### src/rtl/hour_tick_timebase_if.sv
// hour_tick_timebase_if: control inputs and time/status outputs of the seconds/minutes timebase
//   en         run enable (freezes prescaler and counters in RUN when low)
//   mode_btn   synchronised single-cycle pulse, advances the set-mode FSM
//   inc_btn    synchronised single-cycle pulse, increments the field being set
//   seconds    current seconds 0-59
//   minutes    current minutes 0-59
//   sec_tick   one-cycle pulse per seconds advance in RUN
//   hour_tick  one-cycle pulse on 59:59 -> 00:00, count-enable for the hour counter
//   set_state  00 RUN, 01 SET_MIN, 10 SET_SEC
//   blink      display blink gate for the field being set
interface hour_tick_timebase_if;
   logic       en;
   logic       mode_btn;
   logic       inc_btn;
   logic [5:0] seconds;
   logic [5:0] minutes;
   logic       sec_tick;
   logic       hour_tick;
   logic [1:0] set_state;
   logic       blink;
   modport master (output en, mode_btn, inc_btn,
                   input seconds, minutes, sec_tick, hour_tick, set_state, blink);
   modport slave  (input en, mode_btn, inc_btn,
                   output seconds, minutes, sec_tick, hour_tick, set_state, blink);
endinterface

### src/rtl/hour_tick_timebase.sv
// hour_tick_timebase: 1 Hz prescaler, mm:ss counter with hour_tick pulse and a minute/second set-mode FSM
//   clk      system clock, rising edge
//   reset_n  asynchronous active-low reset
//   bus      hour_tick_timebase_if.slave (en, mode_btn, inc_btn in; time, pulses, set_state, blink out)
//   DIV      clk cycles per second tick
//   FAST_DIV divisor used instead of DIV when TIMEBASE_FAST_EN is defined
module hour_tick_timebase #(
   parameter int DIV      = 50000000,
   parameter int FAST_DIV = 4
) (
   input logic                  clk,
   input logic                  reset_n,
   hour_tick_timebase_if.slave  bus
);
`ifdef TIMEBASE_FAST_EN
   localparam bit FAST = 1'b1;
`else
   localparam bit FAST = 1'b0;
`endif
   localparam int D = FAST ? FAST_DIV : DIV;
   localparam int W = $clog2(D);
   typedef enum logic [1:0] {RUN = 2'b00, SET_MIN = 2'b01, SET_SEC = 2'b10} state_t;
   state_t       state, state_nxt;
   logic [W-1:0] pre, pre_nxt;
   logic [5:0]   sec, sec_nxt, min, min_nxt;
   logic         st, st_nxt, ht, ht_nxt, blink, blink_nxt;
   logic         term;
   logic [5:0]   sec_inc, min_inc;
   assign term    = pre == W'(D - 1);
   assign sec_inc = (sec == 6'd59) ? 6'd0 : sec + 6'd1;
   assign min_inc = (min == 6'd59) ? 6'd0 : min + 6'd1;
   always_comb begin
      state_nxt = state;
      pre_nxt   = pre;
      sec_nxt   = sec;
      min_nxt   = min;
      st_nxt    = 1'b0;
      ht_nxt    = 1'b0;
      if (state == RUN) begin
         // mode_btn takes priority over a coincident terminal count
         if (bus.mode_btn) begin
            state_nxt = SET_MIN;
            pre_nxt   = '0;
         end else if (bus.en) begin
            pre_nxt = term ? '0 : pre + 1'b1;
            if (term) begin
               st_nxt  = 1'b1;
               sec_nxt = sec_inc;
               min_nxt = (sec == 6'd59) ? min_inc : min;
               ht_nxt  = (sec == 6'd59) && (min == 6'd59);
            end
         end
      end else begin
         // prescaler free-runs in set states so blink keeps its cadence
         pre_nxt = term ? '0 : pre + 1'b1;
         if (bus.mode_btn) begin
            state_nxt = (state == SET_MIN) ? SET_SEC : RUN;
            if (state != SET_MIN) pre_nxt = '0;
         end else if (bus.inc_btn) begin
            min_nxt = (state == SET_MIN) ? min_inc : min;
            sec_nxt = (state == SET_MIN) ? sec : sec_inc;
         end
      end
      // registered blink tracks the prescaler value it will sit beside
      blink_nxt = (state_nxt != RUN) && (pre_nxt < W'(D / 2));
   end
   always_ff @(posedge clk or negedge reset_n) begin
      if (!reset_n) begin
         state <= RUN;
         pre   <= '0;
         sec   <= '0;
         min   <= '0;
         st    <= 1'b0;
         ht    <= 1'b0;
         blink <= 1'b0;
      end else begin
         state <= state_nxt;
         pre   <= pre_nxt;
         sec   <= sec_nxt;
         min   <= min_nxt;
         st    <= st_nxt;
         ht    <= ht_nxt;
         blink <= blink_nxt;
      end
   end
   assign bus.seconds   = sec;
   assign bus.minutes   = min;
   assign bus.sec_tick  = st;
   assign bus.hour_tick = ht;
   assign bus.set_state = state;
   assign bus.blink     = blink;
endmodule

### src/flat_wrapper.sv
// flat-port wrapper written by rule: the top's interface ports become plain ports
module hour_tick_timebase_flat 
#(
   parameter int DIV      = 50000000,
   parameter int FAST_DIV = 4
)
  (clk, reset_n, bus_en, bus_mode_btn, bus_inc_btn, bus_seconds, bus_minutes, bus_sec_tick, bus_hour_tick, bus_set_state, bus_blink);
  hour_tick_timebase_if bus_i ();
  input logic clk;
  input logic reset_n;
  input wire logic [$bits(bus_i.en)-1:0] bus_en;
  input wire logic [$bits(bus_i.mode_btn)-1:0] bus_mode_btn;
  input wire logic [$bits(bus_i.inc_btn)-1:0] bus_inc_btn;
  output wire logic [$bits(bus_i.seconds)-1:0] bus_seconds;
  output wire logic [$bits(bus_i.minutes)-1:0] bus_minutes;
  output wire logic [$bits(bus_i.sec_tick)-1:0] bus_sec_tick;
  output wire logic [$bits(bus_i.hour_tick)-1:0] bus_hour_tick;
  output wire logic [$bits(bus_i.set_state)-1:0] bus_set_state;
  output wire logic [$bits(bus_i.blink)-1:0] bus_blink;
  assign bus_i.en = bus_en;
  assign bus_i.mode_btn = bus_mode_btn;
  assign bus_i.inc_btn = bus_inc_btn;
  assign bus_seconds = bus_i.seconds;
  assign bus_minutes = bus_i.minutes;
  assign bus_sec_tick = bus_i.sec_tick;
  assign bus_hour_tick = bus_i.hour_tick;
  assign bus_set_state = bus_i.set_state;
  assign bus_blink = bus_i.blink;
  hour_tick_timebase #(.DIV(DIV), .FAST_DIV(FAST_DIV)) u_core (.clk(clk), .reset_n(reset_n), .bus(bus_i));
endmodule
### config.mk
export PLATFORM = sky130hd
export DESIGN_NAME = hour_tick_timebase_flat
export DESIGN_NICKNAME = d
export VERILOG_FILES = /design/src/rtl/hour_tick_timebase_if.sv /design/src/rtl/hour_tick_timebase.sv /design/src/flat_wrapper.sv
export SDC_FILE = /design/constraint.sdc
export NUM_CORES = 1
export LEC_CHECK = 0
export CORE_AREA = 2 2 97 71
export CTS_CLUSTER_SIZE = 16
export DETAILED_ROUTE_END_ITERATION = 6
export DIE_AREA = 0 0 99 73
export PLACE_DENSITY = 0.68
export SKIP_LAST_GASP = 1
export SYNTH_ARGS = -nofsm -noshare
export SYNTH_HDL_FRONTEND = slang
export SYNTH_SLANG_ARGS = --single-unit
### constraint.sdc
create_clock -name clk -period 3.2 [get_ports clk]
set_input_delay 0.32 -clock clk [delete_from_list [all_inputs] [get_ports clk]]
set_output_delay 0.32 -clock clk [all_outputs]
set_load 0.1 [all_outputs]
==> results.yml <==
synthesis:
  ys_seq_elements: 43
  netlist_area_sq_um: 2460
  synth-edff-count: 0
  syn_inst: 274
  synth_fp_nets: 282
  synth_ff_type: "dfrtp_1"
  synth_top_area_share: 0.438
  postSynth.asyncResetShare: 1.00
  yosysSeqAreaShare: 0.438
  yosysUniqueCellTypes: 54
  yosysWarnings: 0
  syn_avg_cell_area_sq_um: 8.96
  yosys.area.top_type: "dfrtp_1"
  synthTopCellsByArea: "dfrtp_1 (44%), nand2_1 (4.7%), nor2_1 (4.4%)"
final_layout:
  multi_input_area_sq_um: 1320
  final_util: 0.450
  antennaDiodeCount: 0
  drive_gt1_frac: 0.0888
  regArea_sq_um: 1080
  fill_cells: 599
  fin_nets: 311
  areaGrowthSynthToFinish_pct: 17.6
  fin_cells: 385
worst_setup_path:
  slowest_stage: "or4_4"
  critPathRequiredTime_ns: 3.43
  crit_chain: "ha_1 -> and2_2 -> nand2_1 -> or4_4 -> nand3_2 -> o21ai_0 -> or4_1 -> a311oi_1 -> o31a_1"
  max_stage_delay_ns: 0.59
  r2r-end: "u_core.bus.blink"
  critPathMaxFanout: 10
  rrSetupSlack_ns: 0.28
  startpoint_type: "flop"
  crit_path_end: "u_core.bus.blink"
  r2r-start: "u_core.pre[0]"
  critPathLaunch: "u_core.pre[0]"
  worst-r2r-cell-count: 9
  endpoint_kind: "flop"
  crit_arrival_ns: 3.16
  worst-setup-path-type: "reg2reg"
clock_network:
  tritoncts: "done"
  insertion_delay_ns: 0.29
  cts_setup_buffers: 0
  cts_resized: 0
  cts_hold_buf: 0
  cts_buffers: 5
  clockBufferDepth: 2
  cts-root-buf: "clkbuf_8"
  cts_htree_levels: 2
  clk_pin_slew_ns: 0.08
  clock-sinks: 43
power:
  power.leakage_nw: 1.19
  ir_drop_v: 0.000721
  power_density_nw_per_um2: 711
die:
  core-area_sq_um: 6410
  fp.dieW_microns: 99
  num_io_pins: 22
  rows: 25
  dieHeight_microns: 73
  start_util: 0.383
  die-area_sq_um: 7230
sta:
  rsz0062_at_grt: "false"
  drv_slew: 0
  tightest_slew_ns: 0.974
  worst_slack_ns: 0.276
  finalClockSkew_ns: 0.00385
  fin_crit_ns: 2.92
  clock.fmax_mhz: 342
  fin_crit_sh: 0.914
  finalSetupTns_ns: 0
  slew_headroom: 0.349
  setup_viol: 0
  finalHoldViolCount: 0
grt:
  grt_pass1_wl_microns: 10000
  track_usage: 0.173
  use_met1: 0.264
  gr-total-overflow: 0
  antenna_found_initial: 0
  met2_usage: 0.246
  grt_pass1_vias: 2070
  grt_use_met3: 0.0402
  grt_max_degree: 44
  gr-max-usage-layer: "met1"
job:
  cap_violations: 0
detailed_routing:
  drc_errors: 0
  wire_per_inst_microns: 14.7
  antenna_left: 0
  drtIter0Drc: 167
  drt-pass1-iter-count: 4
  vias: 2180
  viasPerCell: 5.66
  wirelength_microns: 5670
placed_design:
  routabilityCongestion: 0.886
  placedCellCount: 377
  post-place-ws_ns: 0.321
  io_buffers: 21
  dpl.hpwl_microns: 4150
status:
  outcome: "finished clean"
min_path:
  hp-class: "in2async"
metrics by stage:
step           area (sq um)  hold slack [ns]  power (mW)
2_1_floorplan          2460           0.0244        1.43
3_3_place_gp           2790            0.501        1.67
3_5_place_dp           2790            0.522        1.68
4_1_cts                2890            0.214        2.06
5_1_grt                2890            0.263        2.17
6_report               2890            0.166        2.05
cells in the mapped netlist (2+ instances only):
cell type / instances
nand2b_1: 2
o31ai_1: 3
nor3_1: 11
mux2i_1: 3
and2_1: 3
o21ai_0: 16
nand4_1: 11
dfrtp_1: 43
a31oi_1: 4
xnor2_1: 6
a311oi_1: 2
nand3_1: 17
a21o_1: 3
nor2_1: 29
nor3b_1: 3
a21oi_1: 6
ha_1: 3
nor2b_1: 3
inv_1: 6
nand2_1: 31
or3_1: 6
or4_1: 4
nor4b_1: 3
and3_1: 6
o21ai_1: 2
xor2_1: 12
clkbuf_1: 6
nor4_1: 4
area by class of cell:
cell class / count / area share
Multi-Input combinational cell: 217 / 0.457
Clock buffer: 8 / 0.0347
Sequential cell: 43 / 0.373
Tap cell: 81 / 0.0351
Inverter: 6 / 0.00780
Timing Repair Buffer: 30 / 0.0927
routing by layer:
| layer | vias to the layer above | share of wire |
|---|---|---|
| met1 | 1053 | 0.52 |
| met3 | 7 | 0.057 |
| met2 | 56 | 0.41 |
| met5 | - | 0 |
| met4 | 0 | 0.012 |
| li1 | 1064 | - |
kinds of logic after synthesis:
kind of cell	after synthesis	synth area share
muxes	5	0.0214
xor gates and xnor gates	18	0.0642
adders and majority gates	3	0.0153
and+or+nand+nor	145	0.313
DFF	43	0.438
buffers and inverters	14	0.0244
AOI/OAI and AO/OA	46	0.124
worst min-delay path by stage:
| stage | cells past startpoint | from | slack [ns] | end |
|---|---|---|---|---|
| after global routing | 1 | reset_n | 0.26 | u_core.bus.seconds[3] |
| final | 1 | reset_n | 0.17 | u_core.bus.seconds[5] |
| after floorplan | 0 | reset_n | 0.02 | u_core.bus.blink |
| after global placement | 2 | u_core.pre[1] | 0.50 | u_core.pre[1] |
| after CTS | 1 | reset_n | 0.21 | u_core.bus.seconds[3] |
| after detailed placement | 1 | u_core.bus.seconds[4] | 0.52 | u_core.bus.seconds[4] |
registers in the layout, summed over array words and instances (netlist names):
signal	flops
u_core.pre	26
u_core.bus.set_state	2
u_core.bus.hour_tick	1
u_core.bus.sec_tick	1
u_core.bus.minutes	6
u_core.bus.blink	1
u_core.bus.seconds	6
cells in the final DEF (no fill, tap or decap), types with 2 or more instances in the layout:
master,instances
nor3_1,11
dfrtp_1,43
o31ai_1,3
nand2_1,31
and2_1,3
or3_1,6
nand2b_1,2
a311oi_1,2
a21oi_1,6
and3_1,6
clkbuf_8,7
o21ai_0,16
mux2i_1,3
o21ai_1,2
nor2_1,29
nor4_1,4
ha_1,3
inv_1,6
nor4b_1,3
clkdlybuf4s50_1,18
nand4_1,11
nor2b_1,3
or4_1,4
buf_4,11
xnor2_1,6
nor3b_1,3
a21o_1,3
a31oi_1,4
xor2_1,12
nand3_1,17
worst max-delay path: cells and delay by family, from the launching register on:
family                   cells  cell delay, ns
adder cells (fa/ha/maj)      1            0.19
AO/OA/AOI/OAI                3            0.70
flip-flops                   1            0.39
AND/OR/NAND/NOR              5            1.57
where the power goes:
part           switching (mW)  internal, mW  leakage [nW]
sequential              0.127         0.624         0.580
combinational           0.677         0.243         0.562
clock                   0.185         0.197        0.0515
total                   0.988          1.06          1.19
(Power assumes the default switching activity.)
